[src/rtl/ttl_reg_pkg.sv]
// Shared types, mode constants and helpers for the TTL octal register/latch bank.
package ttl_reg_pkg;

   localparam int unsigned MODE_EDGE  = 0;
   localparam int unsigned MODE_LATCH = 1;
   localparam int unsigned MAX_WIDTH  = 64;

   // Per-channel control bundle (strobe, active-low gate, output control)
   typedef struct packed {
      logic strb;
      logic gn;
      logic ocn;
   } chan_ctrl_t;

   // Capture is suppressed for exactly one clock after reset release
   typedef enum logic {
      ST_ARM = 1'b0,
      ST_RUN = 1'b1
   } arm_state_t;

   // All-ones of the requested width, models a pulled-up bus when outputs are off
   function automatic logic [MAX_WIDTH-1:0] default_off_val(input int unsigned width);
      logic [MAX_WIDTH-1:0] v;
      v = '0;
      for (int unsigned b = 0; b < MAX_WIDTH; b++) begin
         if (b < width) v[b] = 1'b1;
      end
      return v;
   endfunction

   function automatic logic majority3(input logic a, input logic b, input logic c);
      return (a & b) | (a & c) | (b & c);
   endfunction

endpackage

[src/rtl/ttl_reg_chan.sv]
// One TTL register/latch channel: strobe conditioning, edge detect, storage, output mux.
// Optional strobe synchroniser + majority glitch filter under TTL_REG_STROBE_FILTER_EN.
module ttl_reg_chan
   import ttl_reg_pkg::*;
#(
   parameter int unsigned      WIDTH     = 8,
   parameter int unsigned      MODE      = MODE_EDGE,
   parameter bit               EDGE_RISE = 1'b1,
   parameter logic [WIDTH-1:0] OFF_VAL   = WIDTH'(default_off_val(WIDTH)),
   parameter logic [WIDTH-1:0] RST_VAL   = '0
) (
   input  logic             clk,
   input  logic             rst_n,
   input  chan_ctrl_t       ctrl,
   input  logic [WIDTH-1:0] d,
   output logic [WIDTH-1:0] q_c,
   output logic             cap
);

   logic             strb_eff;
   logic             strb_d;
   logic [WIDTH-1:0] data;
   arm_state_t       state;
   arm_state_t       state_nxt;
   logic             fire_c;
   logic             write_c;

`ifdef TTL_REG_STROBE_FILTER_EN
   logic [1:0] sync;
   logic [1:0] hist;

   // Two-flop synchroniser then three-sample majority; idle-high after reset
   always_ff @(posedge clk or negedge rst_n) begin
      if (!rst_n) begin
         sync <= '1;
         hist <= '1;
      end else begin
         sync <= {sync[0], ctrl.strb};
         hist <= {hist[0], sync[1]};
      end
   end

   assign strb_eff = majority3(sync[1], hist[0], hist[1]);
`else
   assign strb_eff = ctrl.strb;
`endif

   // Reset-release arming state
   always_ff @(posedge clk or negedge rst_n) begin
      if (!rst_n) state <= ST_ARM;
      else        state <= state_nxt;
   end

   // Write decision: edge mode fires on the selected transition, latch mode on level
   always_comb begin
      state_nxt = state;
      fire_c    = 1'b0;
      write_c   = 1'b0;
      if (MODE == MODE_LATCH)  fire_c = strb_eff;
      else if (EDGE_RISE)      fire_c = strb_eff & ~strb_d;
      else                     fire_c = ~strb_eff & strb_d;
      case (state)
         ST_ARM:  state_nxt = ST_RUN;
         ST_RUN:  write_c   = fire_c & ~ctrl.gn;
         default: state_nxt = ST_ARM;
      endcase
   end

   always_ff @(posedge clk or negedge rst_n) begin
      if (!rst_n) begin
         strb_d <= 1'b1;
         cap    <= 1'b0;
         data   <= RST_VAL;
      end else begin
         strb_d <= strb_eff;
         cap    <= write_c;
         if (write_c) data <= d;
      end
   end

   // Output enable does not gate capture, only what the bus sees
   assign q_c = ctrl.ocn ? OFF_VAL : data;

endmodule

[src/rtl/ttl_reg_bank_sync.sv]
// Bank of NCH independent clock-synchronous 74LS374/377/373-style registers.
// Define TTL_REG_STROBE_FILTER_EN to add a synchroniser + glitch filter on each strobe.
module ttl_reg_bank_sync
   import ttl_reg_pkg::*;
#(
   parameter int unsigned      WIDTH     = 8,
   parameter int unsigned      NCH       = 1,
   parameter int unsigned      MODE      = MODE_EDGE,
   parameter bit               EDGE_RISE = 1'b1,
   parameter logic [WIDTH-1:0] OFF_VAL   = WIDTH'(default_off_val(WIDTH)),
   parameter logic [WIDTH-1:0] RST_VAL   = '0
) (
   input  logic                 clk,
   input  logic                 rst_n,
   input  logic [NCH-1:0]       strb,
   input  logic [NCH-1:0]       gn,
   input  logic [NCH-1:0]       OCn,
   input  logic [NCH*WIDTH-1:0] D,
   output logic [NCH*WIDTH-1:0] Q,
   output logic [NCH-1:0]       cap
);

   for (genvar i = 0; i < NCH; i++) begin : g_chan
      chan_ctrl_t ctrl;

      assign ctrl = '{strb: strb[i], gn: gn[i], ocn: OCn[i]};

      ttl_reg_chan #(
         .WIDTH     (WIDTH),
         .MODE      (MODE),
         .EDGE_RISE (EDGE_RISE),
         .OFF_VAL   (OFF_VAL),
         .RST_VAL   (RST_VAL)
      ) u_chan (
         .clk   (clk),
         .rst_n (rst_n),
         .ctrl  (ctrl),
         .d     (D[i*WIDTH +: WIDTH]),
         .q_c   (Q[i*WIDTH +: WIDTH]),
         .cap   (cap[i])
      );
   end

endmodule

[config.mk]
export PLATFORM = sky130hd
export DESIGN_NAME = ttl_reg_bank_sync
export DESIGN_NICKNAME = d
export VERILOG_FILES = /design/src/rtl/ttl_reg_pkg.sv /design/src/rtl/ttl_reg_chan.sv /design/src/rtl/ttl_reg_bank_sync.sv
export SDC_FILE = /design/constraint.sdc
export NUM_CORES = 1
export LEC_CHECK = 0
export BUFFER_PORTS_ARGS = -buffer_cell sky130_fd_sc_hd__buf_2
export CAP_MARGIN = 10
export CORE_AREA = 4 4 41 43
export DETAILED_ROUTE_END_ITERATION = 8
export DIE_AREA = 0 0 45 47
export MAX_ROUTING_LAYER = met4
export PLACE_DENSITY = 0.69
export SLEW_MARGIN = 20
export SYNTH_ARGS = -nofsm -noshare
export SYNTH_HDL_FRONTEND = slang
export SYNTH_HIERARCHICAL = 1
export SYNTH_SLANG_ARGS = --single-unit
[constraint.sdc]
create_clock -name clk -period 1.6 [get_ports clk]
set_clock_uncertainty 0.2 [all_clocks]
set_input_delay 0 -clock clk [delete_from_list [all_inputs] [get_ports clk]]
set_output_delay 0 -clock clk [all_outputs]
set_load 0.05 [all_outputs]
==> results.py, run 1 <==
metrics = {
    "outcome": {
        "status": "finished, final reports clean",
    },
    "clocking": {
        "cts.sinks": 11,
        "clk_path_buf_depth": 2,
        "clock-root-buffer": "clkbuf_4",
        "cts_tree": "yes",
        "numCtsBuffers": 3,
        "clk_latency_ns": 0.26,
        "cts_max_level": 1,
        "clk_pin_slew_ns": 0.06,
    },
    "critical_path": {
        "crit_buf_inv": 0,
        "required_ns": 1.55,
        "critPathKind": "register to register",
        "critPathCaptureType": "register",
        "cp_slowest_cell": "and4bb_2",
        "reg2reg_slack_ns": 0.11,
        "critPathLaunchType": "register",
        "path_cells": "and4bb_2, mux2_4",
        "crit_family": "simple AND/OR/NAND/NOR gates",
        "worstPathMaxFanout": 9,
        "worst_ep_arrival_time_ns": 1.44,
        "critPathMaxStageDelay_ns": 0.49,
    },
    "grt": {
        "grt_pass1_vias": 343,
        "grt.total_usage": 0.116,
        "antenna_found_initial": 0,
        "grt_pass1_wl_mm": 1.57,
        "grt_max_degree": 11,
        "grt.overflow.total": 0,
    },
    "sta": {
        "finalMaxSlewViolations": 0,
        "fmax_mhz": 671,
        "period_share": 0.932,
        "setup_viol": 0,
        "final.min_clock_period_ns": 1.49,
        "setup_slack_ns": 0.109,
        "rsz0062_at_grt": "no",
        "hold_viol_final": 0,
    },
    "hold_path": {
        "hp-class": "input port to register",
    },
    "synth": {
        "synth_seq_area_share": 0.583,
        "synth_warnings": 6,
        "synth-seq-cells": 11,
        "netlist_instances": 30,
        "syn-num-nets": 43,
        "synth.distinct_cells": 7,
        "netlist_area_um2": 474,
        "syn_avg_cell_area_um2": 15.8,
    },
    "detailed_routing": {
        "met3_wirelength_um": 71,
        "wirelength_um": 947,
        "wl_per_cell_um": 11.7,
        "top_layer": "met3",
        "drtAntennaViolNets": 0,
        "drc": 0,
        "vias": 354,
        "met1_length_um": 375,
        "wl_met2_um": 500,
        "drt-pass1-iter-count": 1,
        "drt_iter0_drc": 0,
        "viasPerCell": 4.37,
    },
    "floorplanning": {
        "rows": 13,
        "initial_core_util": 0.364,
        "coreArea_um2": 1300,
        "ios": 22,
        "fp.dieW_um": 45,
        "die_height_um": 47,
        "die-area_um2": 2120,
    },
    "finish": {
        "drive_above_1_share": 0.636,
        "nNetsFinal": 80,
        "final_cells": 81,
        "final_cell_area_um2": 733,
        "area_delta_synth_final_pct": 54.6,
        "diodes": 0,
    },
    "placed_design": {
        "dpl_worst_slack_ns": -0.00849,
        "place.gp.congestion": 0.656,
        "place_area_um2": 587,
        "dpl.hpwl_um": 663,
        "numPortBuffers": 21,
        "dp_cells": 65,
    },
    "run": {
        "maxCapViolations": 0,
    },
    "power_and_ir_drop": {
        "ir_drop_mv": 0.422,
        "p_per_area_nw_per_um2": 1090,
        "power_leakage_nw": 0.359,
    },
}
layout by cell type, fill, tap and decap left out:
master,Yosys,routed
buf_2,0,21
dlygate4sd3_1,0,12
dfrtp_1,10,10
or2_2,8,8
mux2_4,8,8
clkbuf_4,0,3
clkbuf_1,0,1
and4bb_2,0,1
conb_1,1,1
dfstp_2,1,1
registers in the layout, summed over array words and instances (netlist names):
register and cells:
g_chan.u_chan/cap 1, g_chan.u_chan/state 1, g_chan.u_chan/strb_d 1, g_chan.u_chan/data 8
per-layer routing:
metal	vias to the layer above	track usage
li1	172	-
met1	167	0.117
met2	15	0.189
met3	0	0.0575
met4	0	0.0526
met5	-	-
metrics by stage:
step / hold slack [ns] / setup TNS [ns] / utilization / power, mW
after global placement: -0.327 / 0 / 0.451 / 0.597
after CTS: 0.0305 / 0 / 0.563 / 0.817
final: 0.0436 / 0 / 0.563 / 0.801
after global routing: 0.0369 / 0 / 0.563 / 0.845
after detailed placement: -0.324 / -0.0258 / 0.451 / 0.603
after floorplan: -0.496 / 0 / - / 0.549
power breakdown:
part | switching [mW] | internal [mW] | total [mW]
logic | 0.142 | 0.124 | 0.267
clock network | 0.0880 | 0.0964 | 0.184
registers | 0.0229 | 0.327 | 0.350
layout make-up:
class,count,area [um^2]
multi-input combinational,18,186
sequential,11,277
fill,123,568
clock buffer,4,26.3
timing repair buffer,33,225
tap,15,18.8
cells in the mapped netlist (all sizes together):
cell    instances  area (um^2)
dfrtp          10          250
mux2            8          120
or2             8         50.1
and4bb          1         12.5
buf             1         11.3
conb            1         3.75
dfstp           1         26.3
timing repair:
action | 4_1_cts | 5_1_grt
hold endpoints to repair | 20 | 0
setup endpoints to repair | 8 | 0
hold buffers | 12 | 0
buffers inserted | 0 | 0
gates resized for setup | 1 | 0
cells by family after synthesis:
group / Yosys count / share of synthesized area
other cells: 1 / 0.00791
flops: 11 / 0.583
mux: 8 / 0.253
simple gates: 9 / 0.132
buf+inv: 1 / 0.0237
path summary, 6_finish.rpt:
| path | startpoint | to | depth (start not counted) |
|---|---|---|---|
| worst min register to register | g_chan[0].u_chan/data[6] | g_chan[0].u_chan/data[6] | 1 |
| worst max-delay path | g_chan[0].u_chan/strb_d | g_chan[0].u_chan/data[1] | 2 |
| min in group asynchronous | rst_n | g_chan[0].u_chan/strb_d | 3 |
| max in group asynchronous | rst_n | g_chan[0].u_chan/data[1] | 3 |
| worst min-delay path | gn | g_chan[0].u_chan/cap | 2 |
| worst max register to register | g_chan[0].u_chan/strb_d | g_chan[0].u_chan/data[1] | 2 |
(Power assumes the default switching activity.)
==> run 2, diff against run 1 <==
--- a/config.mk
+++ b/config.mk
@@ -7,9 +7,10 @@
 export LEC_CHECK = 0
 export BUFFER_PORTS_ARGS = -buffer_cell sky130_fd_sc_hd__buf_2
 export CAP_MARGIN = 10
-export CORE_AREA = 4 4 41 43
+export CORE_AREA = 2 2 39 41
 export DETAILED_ROUTE_END_ITERATION = 8
-export DIE_AREA = 0 0 45 47
+export DIE_AREA = 0 0 41 43
+export GPL_TIMING_DRIVEN = 0
 export MAX_ROUTING_LAYER = met4
 export PLACE_DENSITY = 0.69
 export SLEW_MARGIN = 20
==> run 2 against run 1 <==
Maximum frequency rose by 2.6%. Sequential power barely moved. Cell area rose by 0.34%. Utilization fell by 3.2 points. Clock-buffer cell count did not move. Register-to-register slack improved by 0.04 ns. Non-clock buffer count did not move. Setup slack improved by 0.038 ns. Die area fell by 17%. Cell count rose by 1.2%. Worst hold slack got worse by 0.029 ns. Power fell by 0.74%. Largest power group unchanged.
==> results.py, run 2 (synthesis results as in run 1) <==
metrics = {
    "power_and_ir_drop": {
        "p_sw_frac": 0.312,
        "p_total_mw": 0.795,
        "power_frac_comb": 0.338,
        "p_seq_frac": 0.436,
        "p_per_area_nw_per_um2": 1080,
        "ir_drop_mv": 0.572,
        "p_int_mw": 0.547,
        "power_leakage_nw": 0.363,
        "p_switching_mw": 0.248,
        "p_clk_frac": 0.226,
    },
    "critical_path": {
        "required_ns": 1.54,
        "regToRegStartpoint": "g_chan[0].u_chan/strb_d",
        "critPathLaunchType": "register",
        "critPathKind": "register to register",
        "worstPathMaxFanout": 9,
        "reg2reg_slack_ns": 0.15,
        "reg2regPathDepth": 3,
        "critPathCaptureType": "register",
        "r2r_end": "g_chan[0].u_chan/data[4]",
        "cp-endpoint": "g_chan[0].u_chan/data[4]",
        "cp-startpoint": "g_chan[0].u_chan/strb_d",
        "worst_ep_arrival_time_ns": 1.40,
    },
    "floorplanning": {
        "coreArea_um2": 1380,
        "die_height_um": 43,
        "fp.dieW_um": 41,
        "rows": 14,
        "initial_core_util": 0.343,
        "ios": 22,
        "die-area_um2": 1760,
    },
    "run": {
        "maxCapViolations": 0,
    },
    "placed_design": {
        "place.gp.congestion": 0.556,
        "dpl.hpwl_um": 581,
        "dp_cells": 67,
        "dpl_worst_slack_ns": 0.150,
        "numPortBuffers": 21,
        "place_area_um2": 599,
    },
    "finish": {
        "fill_cells": 133,
        "regMostFlops": "g_chan.u_chan/data",
        "multi_input_area_um2": 186,
        "seq_area_um2": 277,
        "nNetsFinal": 80,
        "layout_common_cells": "buf_2, dlygate4sd3_1, dfrtp_1, or2_2, mux2_4",
        "final_common_cell": "buf_2",
        "final_cell_area_um2": 736,
        "diodes": 0,
        "final_cells": 82,
        "area_delta_synth_final_pct": 55.1,
        "largest_reg_flops": 8,
        "final_util": 0.532,
        "drive_above_1_share": 0.636,
    },
    "detailed_routing": {
        "wl_per_cell_um": 10.8,
        "vias": 346,
        "drc": 0,
        "drt-pass1-iter-count": 4,
        "drt_iter0_drc": 1,
        "wirelength_um": 883,
        "viasPerCell": 4.22,
        "drtAntennaViolNets": 0,
    },
    "grt": {
        "grt.overflow.total": 0,
        "grt_pass1_vias": 338,
        "antenna_found_initial": 0,
        "grt_max_degree": 11,
        "grt.total_usage": 0.111,
        "grt_pass1_wl_mm": 1.26,
    },
    "sta": {
        "final.min_clock_period_ns": 1.45,
        "hold_viol_final": 0,
        "finalMaxSlewViolations": 0,
        "fmax_mhz": 688,
        "rsz0062_at_grt": "no",
        "hold_ws_ns": 0.0142,
        "tns_ns": 0,
        "setup_viol": 0,
        "period_share": 0.908,
        "setup_slack_ns": 0.147,
    },
    "clocking": {
        "clk_latency_ns": 0.26,
        "clock-root-buffer": "clkbuf_4",
        "clk_path_buf_depth": 2,
        "cts.sinks": 11,
        "cts_max_level": 1,
        "clk_pin_slew_ns": 0.06,
        "cts.repair.resized": 0,
        "cts_tree": "yes",
        "numCtsBuffers": 3,
    },
    "outcome": {
        "status": "finished, final reports clean",
    },
    "hold_path": {
        "hp-class": "input port to register",
    },
}
-- run 2: cell type report --
class | count | share of cell area
sequential | 11 | 0.376
multi-input combinational | 18 | 0.253
clock buffer | 4 | 0.0357
timing repair buffer | 32 | 0.293
tap | 16 | 0.0272
buffer | 1 | 0.0153
-- run 2: worst min path at each step --
| stage | from | end | slack (ns) | depth (start not counted) |
|---|---|---|---|---|
| floorplan | rst_n | g_chan[0].u_chan/cap | -0.50 | 0 |
| global placement | rst_n | g_chan[0].u_chan/data[3] | -0.33 | 1 |
| detailed placement | rst_n | g_chan[0].u_chan/data[3] | -0.32 | 1 |
| CTS | gn | g_chan[0].u_chan/cap | 0.006 | 3 |
| global route | gn | g_chan[0].u_chan/cap | 0.02 | 3 |
| finish | gn | g_chan[0].u_chan/cap | 0.01 | 3 |
-- run 2: metal layers --
metal	GRT usage	vias to the layer above	share of wire
li1	-	174	-
met1	0.129	155	0.46
met2	0.175	17	0.46
met3	0.0314	0	0.079
met4	0.0400	0	0
met5	-	-	0
-- run 2: repair_timing --
item	in CTS	in global routing
buffers inserted	0	0
endpoints found under the setup margin	0	0
hold endpoints to repair	20	0
hold buffers	11	0
-- run 2: power by group through the flow --
stage | Sequential [mW] | Combinational, mW | Clock [mW]
floorplan | 0.348 | 0.201 | 0
global placement | 0.351 | 0.246 | 0
detailed placement | 0.353 | 0.249 | 0
CTS | 0.348 | 0.271 | 0.190
global route | 0.352 | 0.286 | 0.200
finish | 0.347 | 0.268 | 0.180
-- run 2: worst max-delay path: stages, from the launching register on --
cell and delay (ns):
dfstp_2 0.51, and4bb_1 0.18, buf_6 0.15, mux2_4 0.30
